<file path="config.mk">
export PLATFORM = sky130hd
export DESIGN_NAME = generador_obstaculos_multi
export DESIGN_NICKNAME = d
export VERILOG_FILES = /design/src/rtl/generador_obstaculos_multi.sv
export SDC_FILE = /design/constraint.sdc
export NUM_CORES = 1
export LEC_CHECK = 0
export CAP_MARGIN = 20
export CORE_ASPECT_RATIO = 0.9
export CORE_UTILIZATION = 45
export CTS_CLUSTER_SIZE = 10
export DETAILED_ROUTE_END_ITERATION = 12
export HOLD_SLACK_MARGIN = 0.06
export PLACE_DENSITY = 0.67
export SETUP_SLACK_MARGIN = 0.1
export SLEW_MARGIN = 5
export SYNTH_ARGS = -nofsm -noshare
export SYNTH_HDL_FRONTEND = slang
export SYNTH_SLANG_ARGS = --single-unit
</file>
<file path="constraint.sdc">
create_clock -name clk -period 3.82 [get_ports clk]
set_input_delay 0.955 -clock clk [delete_from_list [all_inputs] [get_ports clk]]
set_output_delay 0.955 -clock clk [all_outputs]
set_load 0.05 [all_outputs]
</file>
<file path="src/rtl/generador_obstaculos_multi.sv">
// Multi-world obstacle generator: tick-enable divider, LFSR obstacle types,
// shifting multi-lane display with a bonus slot closing each world.
//
// state    | meaning
// ---------+------------------------------------------------------------
// S_IDLE   | waiting for the first tick of a game
// S_CARGA  | one cycle: load world length, LFSR from seed, clear phase
// S_EMITE  | ticks alternate obstacle / gap, LFSR steps on gap ticks
// S_BONO   | next tick injects the bonus marker
// S_ESPERA | slots drain until bono_tomado advances the world
// S_FIN    | last world done; no injection until presente leaves the game
module generador_obstaculos_multi #(
   parameter int                LANES       = 3,
   parameter int                SEG_W       = 7,
   parameter int                LFSR_W      = 4,
   parameter logic [LFSR_W-1:0] TAPS        = 4'b0011,
   parameter int                NUM_MUNDOS  = 3,
   parameter int                CONTEO_BASE = 15,
   parameter int                CONTEO_INC  = 5,
   parameter int                DIV_BASE    = 18000000,
   parameter int                DIV_STEP    = 2700000,
   parameter logic [2:0]        GAME        = 3'd3,
   parameter logic [2:0]        WL          = 3'd4,
   parameter logic [2:0]        PA          = 3'd5,
   localparam int               MUNDO_W     = $clog2(NUM_MUNDOS + 1)
) (
   input  logic                     clk,
   input  logic                     rst_n,
   input  logic [2:0]               presente,
   input  logic [1:0]               W_or_L,
   input  logic                     bono_tomado,
   input  logic [SEG_W-1:0]         obstaculo,
   output logic                     tick_obs,
   output logic [MUNDO_W-1:0]       mundo,
   output logic [LFSR_W:0]          tipo_obs,
   output logic [LANES*SEG_W-1:0]   display_obs,
   output logic                     juego_fin
);

   localparam int DIV_W   = $clog2(DIV_BASE);
   localparam int CNT_MAX = CONTEO_BASE + NUM_MUNDOS * CONTEO_INC;
   localparam int CNT_W   = $clog2(CNT_MAX + 1);
   localparam logic [LFSR_W:0] TIPO_BONO = {1'b1, {LFSR_W{1'b0}}};

   typedef enum logic [2:0] {
      S_IDLE, S_CARGA, S_EMITE, S_BONO, S_ESPERA, S_FIN
   } estado_t;

   estado_t                  state, state_n;
   logic [DIV_W-1:0]         div;
   logic [31:0]              div_lim;
   logic                     jugando, valido;
   logic                     bono_q, bono_edge, mundo_inc, div_clr;
   logic [LFSR_W-1:0]        seed, lfsr, lfsr_n;
   logic [CNT_W-1:0]         conteo, conteo_n, conteo_ini;
   logic                     fase, fase_n;
   logic [LFSR_W:0]          tipo_n;
   logic [LANES*SEG_W-1:0]   display_n;
   logic [SEG_W-1:0]         entry;

   // An all-zero register would never leave zero, so any update landing there reloads 1.
   function automatic logic [LFSR_W-1:0] lfsr_fix(input logic [LFSR_W-1:0] v);
      return (v == '0) ? LFSR_W'(1) : v;
   endfunction

   function automatic logic [LFSR_W-1:0] lfsr_next(input logic [LFSR_W-1:0] v);
      logic fb;
      fb = ^(v & TAPS);
      return {fb, v[LFSR_W-1:1]};
   endfunction

   assign jugando    = (presente == GAME) && (W_or_L == 2'b00);
   assign valido     = presente inside {GAME, WL, PA};
   assign bono_edge  = bono_tomado && !bono_q;
   assign mundo_inc  = bono_edge && ((presente == GAME) || (presente == WL))
                       && (mundo != MUNDO_W'(NUM_MUNDOS));
   assign div_clr    = mundo_inc || (!valido && (mundo != '0));
   assign div_lim    = 32'(DIV_BASE) - 32'(mundo) * 32'(DIV_STEP) - 32'd1;
   assign tick_obs   = rst_n && jugando && (32'(div) == div_lim);
   assign juego_fin  = (mundo == MUNDO_W'(NUM_MUNDOS));
   assign conteo_ini = CNT_W'(CONTEO_BASE + int'(mundo) * CONTEO_INC);

   always_comb begin
      state_n   = state;
      conteo_n  = conteo;
      fase_n    = fase;
      lfsr_n    = lfsr;
      tipo_n    = tipo_obs;
      display_n = display_obs;
      entry     = '0;
      if (!valido) begin
         state_n   = S_IDLE;
         conteo_n  = '0;
         fase_n    = 1'b0;
         tipo_n    = '0;
         display_n = '0;
      end else begin
         case (state)
            S_IDLE:   if (tick_obs) state_n = S_CARGA;
            S_CARGA: begin
               conteo_n = conteo_ini;
               lfsr_n   = lfsr_fix(seed);
               fase_n   = 1'b0;
               state_n  = S_EMITE;
            end
            // The world ends once the count reaches 2; the following tick carries the bonus.
            S_EMITE: begin
               if (conteo <= CNT_W'(2)) begin
                  state_n = S_BONO;
               end else if (tick_obs) begin
                  conteo_n = conteo - CNT_W'(1);
                  fase_n   = !fase;
                  if (!fase) begin
                     entry  = obstaculo;
                     tipo_n = {1'b0, lfsr};
                  end else begin
                     lfsr_n = lfsr_fix(lfsr_next(lfsr));
                  end
               end
            end
            S_BONO: begin
               if (tick_obs) begin
                  entry   = obstaculo;
                  tipo_n  = TIPO_BONO;
                  state_n = S_ESPERA;
               end
            end
            S_ESPERA: begin
               if (mundo_inc)
                  state_n = (mundo == MUNDO_W'(NUM_MUNDOS - 1)) ? S_FIN : S_CARGA;
            end
            S_FIN:    state_n = S_FIN;
            default:  state_n = S_IDLE;
         endcase
         if (tick_obs) display_n = {entry, display_obs[LANES*SEG_W-1:SEG_W]};
      end
   end

   always_ff @(posedge clk) begin
      if (!rst_n) begin
         state       <= S_IDLE;
         div         <= '0;
         seed        <= LFSR_W'(1);
         lfsr        <= LFSR_W'(1);
         bono_q      <= 1'b0;
         mundo       <= '0;
         conteo      <= '0;
         fase        <= 1'b0;
         tipo_obs    <= '0;
         display_obs <= '0;
      end else begin
         state       <= state_n;
         seed        <= (seed == '1) ? LFSR_W'(1) : seed + LFSR_W'(1);
         lfsr        <= lfsr_n;
         bono_q      <= bono_tomado;
         conteo      <= conteo_n;
         fase        <= fase_n;
         tipo_obs    <= tipo_n;
         display_obs <= display_n;

         if (div_clr || tick_obs) div <= '0;
         else if (jugando)        div <= div + DIV_W'(1);

         if (!valido)        mundo <= '0;
         else if (mundo_inc) mundo <= mundo + MUNDO_W'(1);
      end
   end

endmodule
</file>
==> results.ini <==
[clock_network]
cts.sinks = 71
cts-root-buf = clkbuf_8
numCtsBuffers = 9
cts_tree = done
path_clk_slew_ps = 80
cts-htree-levels = 3
clk_path_buf_depth = 2
clock_latency_ps = 350

[floorplan]
die_h_um = 88.7
dieArea_um2 = 8720
core-area_um2 = 8070
ioPinCount = 45
num_rows = 31
die_width_um = 98.3
initial_core_util_pct = 46.6

[min_path]
min_to = display_obs[5]
hold_depth = 2
holdCritPathClass = reg2reg
worstHoldStart = display_obs[5]

[routing]
finalWirelength_mm = 8.71
drt_iter0_markers = 270
ant_nets = 0
first_pass_iters = 9
num_vias = 3354
wire_per_inst_um = 14.4
drcViolationCount = 7
vias_per_cell = 5.56

[synthesis]
ys.warnings.count = 0
synth_top_family_by_area = simple AND/OR/NAND/NOR gates
synth_top_flop_cell = dfxtp_1
synthSimpleGateAreaFrac_pct = 28.5
synth_fa_ha_area_share_pct = 4.66
syn_area_um2 = 3760
avgSynthCellArea_um2 = 8.22
yosysUniqueCellTypes = 63
synthArstFlopShare_pct = 0
synth_seq_cells = 71
synth_xor_area_share_pct = 9.19
postSynthCellCount = 457
synth-compound-area-share_pct = 14.5
synth_fp_nets = 486
synth_edf_count = 0
yosys-mux-area-fraction_pct = 0.799
ys_seq_area_share_pct = 37.8

[setup_path]
cp_slowest_stage_delay_ps = 420
cp_data_required_time_ps = 2860
path_cells = inv_1, ha_1, ha_1, xor2_1, nand2_1, a2111oi_0, and3_2, buf_12
r2r_setup_slack_ps = 960
reg2reg_from = mundo[0]
crit_fanout = 9
cp-end-kind = output pin
critical_path_class = reg2out
path_buf_inv = 2
arrival_ps = 2610
crit_family = adder cells
crit_top_cell = ha_1
r2r_cells = 10
crit_slowest_cell = dfxtp_4
critical_path.startpoint_type = flip-flop
r2r_end = div[5]

[placement]
pre_cts_ws_ps = 90.3
io_buffers = 44
dpl_cell_area_um2 = 4270
dp_hpwl_mm = 6.17
gp_congestion = 0.873

[power]
pwr-share-seq_pct = 50.0
switchingPower_w = 0.000353
internal_power_w = 0.00115
irDropWorstVdd_mv = 0.186
leakage_nw = 1.55
clkPwrFrac_pct = 44.5
pwr-share-comb_pct = 5.5
p_per_area_nw_per_um2 = 333
swShare_pct = 23.5

[timing]
fin_crit_sh_pct = 93.2
period_minus_slack_ps = 3560
report.final.slew_viol_count = 0
finClkSkew_ps = 12.2
hold_viol = 0
relSlewSlack_pct = 51.1
fmax_mhz = 281
setup_tns_ps = 0
setup_ws_ps = 258
rsz0062_at_grt = false
hold_slack_ps = 452
setup_viol = 0
worst-slew-pin-transition_ps = 727

[layout]
final_area_um2 = 4520
n_antenna_cell = 0
final_util_pct = 56.0
layout-drive-gt1-share_pct = 7.74
fillers = 758
final_nets = 528
regArea_um2 = 1430
multi_input_area_um2 = 2170
syn2layout_area_growth_pct = 20.2

[run_status]
violations = DRC
status = finished with violations

[global_routing]
first_global_vias = 2909
antenna_found_initial = 0
grt_pass1_wl_mm = 14.4
grt.overflow.total = 0
grt_max_degree = 30
grt_usage_pct = 21.0

[run]
drv_cap = 0

==> cell usage after synthesis (2+ instances only) <==
master,number,area share (%)
o211ai_1,2,0.40
nor2_1,50,5.0
nand3b_1,3,0.60
nand2_1,59,5.9
or4_1,2,0.40
inv_1,13,1.3
buf_2,6,0.80
xor2_1,10,2.3
dfxtp_1,71,38
or3_1,3,0.50
nor3b_1,2,0.40
clkbuf_1,13,1.3
a21oi_1,38,5.1
a21o_1,2,0.40
a211oi_1,2,0.40
ha_1,14,4.7
a22o_1,2,0.47
nor3_1,14,1.9
nand2b_1,4,0.67
a31oi_1,5,0.83
nor2_2,2,0.33
and2_1,5,0.83
a21boi_0,2,0.40
and4_1,3,0.70
nor4_1,4,0.67
o21a_1,2,0.40
xnor2_1,24,5.6
o22ai_1,2,0.33
nand4b_1,4,0.93
nor2b_1,3,0.50
mux2i_1,3,0.80
nand4_1,7,1.2
nand3_1,28,3.7
a22oi_1,2,0.40
o21ai_0,13,1.7
buf_6,3,0.90
and3_1,8,1.3
xor3_1,2,1.3
==> registers in the layout, summed over array words and instances, names as in the netlist <==
register / flops
state: 3
tipo_obs: 5
fase: 1
seed: 4
div: 25
mundo: 2
display_obs: 21
bono_q: 1
lfsr: 4
conteo: 5
==> metrics by stage <==
| step | cells | total power (W) |
|---|---|---|
| final | 603 | 0.00150 |
| after global placement | 585 | 0.000848 |
| after CTS | 601 | 0.00152 |
| after floorplan | 457 | 0.000820 |
| after detailed placement | 585 | 0.000849 |
| after global routing | 603 | 0.00156 |
==> worst reg2reg max path, stage by stage (launching register included) <==
cell and delay, ps:
dfxtp_4 420, inv_1 120, ha_1 300, ha_1 330, xor2_1 140, nand2_1 110
nor4_2 420, nand3_2 330, o2111ai_2 290, buf_8 230, nor2_1 70
==> worst max path at each step <==
stage / start / endpoint / cells after the start / slack (ps)
floorplan: mundo[0] / tick_obs / 7 / 210
global placement: presente[2] / div[20] / 8 / 250
detailed placement: presente[2] / div[2] / 8 / 90
CTS: mundo[0] / tick_obs / 8 / 160
global route: mundo[0] / tick_obs / 8 / 180
finish: mundo[0] / tick_obs / 8 / 260
==> layout make-up <==
| class | instances | share of cell area (%) |
|---|---|---|
| inverter | 13 | 1.08 |
| clock inverter | 7 | 2.10 |
| timing repair buffer | 54 | 11.8 |
| clock buffer | 9 | 2.74 |
| multi-input combinational | 350 | 48.0 |
| sequential | 71 | 31.5 |
| tap | 99 | 2.74 |
==> cells by family after synthesis <==
family          after synthesis
simple gates                210
compound gates               87
flops                        71
xor+xnor                     36
buf+inv                      36
fa+ha+maj                    14
mux                           3
==> placed cells by master (no fill, tap or decap), drive strengths merged, types with 3 or more instances in the layout <==
master,count
and4,3
clkinv,3
o21ai,13
xor2,10
nor3,14
a31oi,5
inv,14
clkdlybuf4s50,43
nor4,6
nor2b,3
and3,8
dfxtp,71
nand4,8
mux2i,3
ha,14
and2,5
a21oi,38
xnor2,24
nand3,29
nand4b,4
nand2b,4
clkbuf,10
nor2,52
nand3b,3
or3,4
buf,10
nand2,59
==> power by group through the flow <==
stage	clock network (W)	registers [W]	logic (W)
detailed placement	0	0.000769	0.0000801
finish	0.000670	0.000751	0.0000827
CTS	0.000685	0.000752	0.0000806
floorplan	0	0.000769	0.0000509
global placement	0	0.000769	0.0000791
global route	0.000718	0.000753	0.0000904
==> repair_timing <==
item	in CTS	in global routing
buffers inserted	0	0
setup endpoints to repair	1	1
hold buffers	0	0
gates resized for setup	1	2
pin swaps	0	0
==> routing by layer <==
layer / GRT usage, % / share of wire, %
met1: 30.5 / 50
met5: 0 / 0
met3: 4.42 / 5.6
met2: 31.0 / 43
met4: 6.65 / 1.1
(Power assumes the default switching activity.)
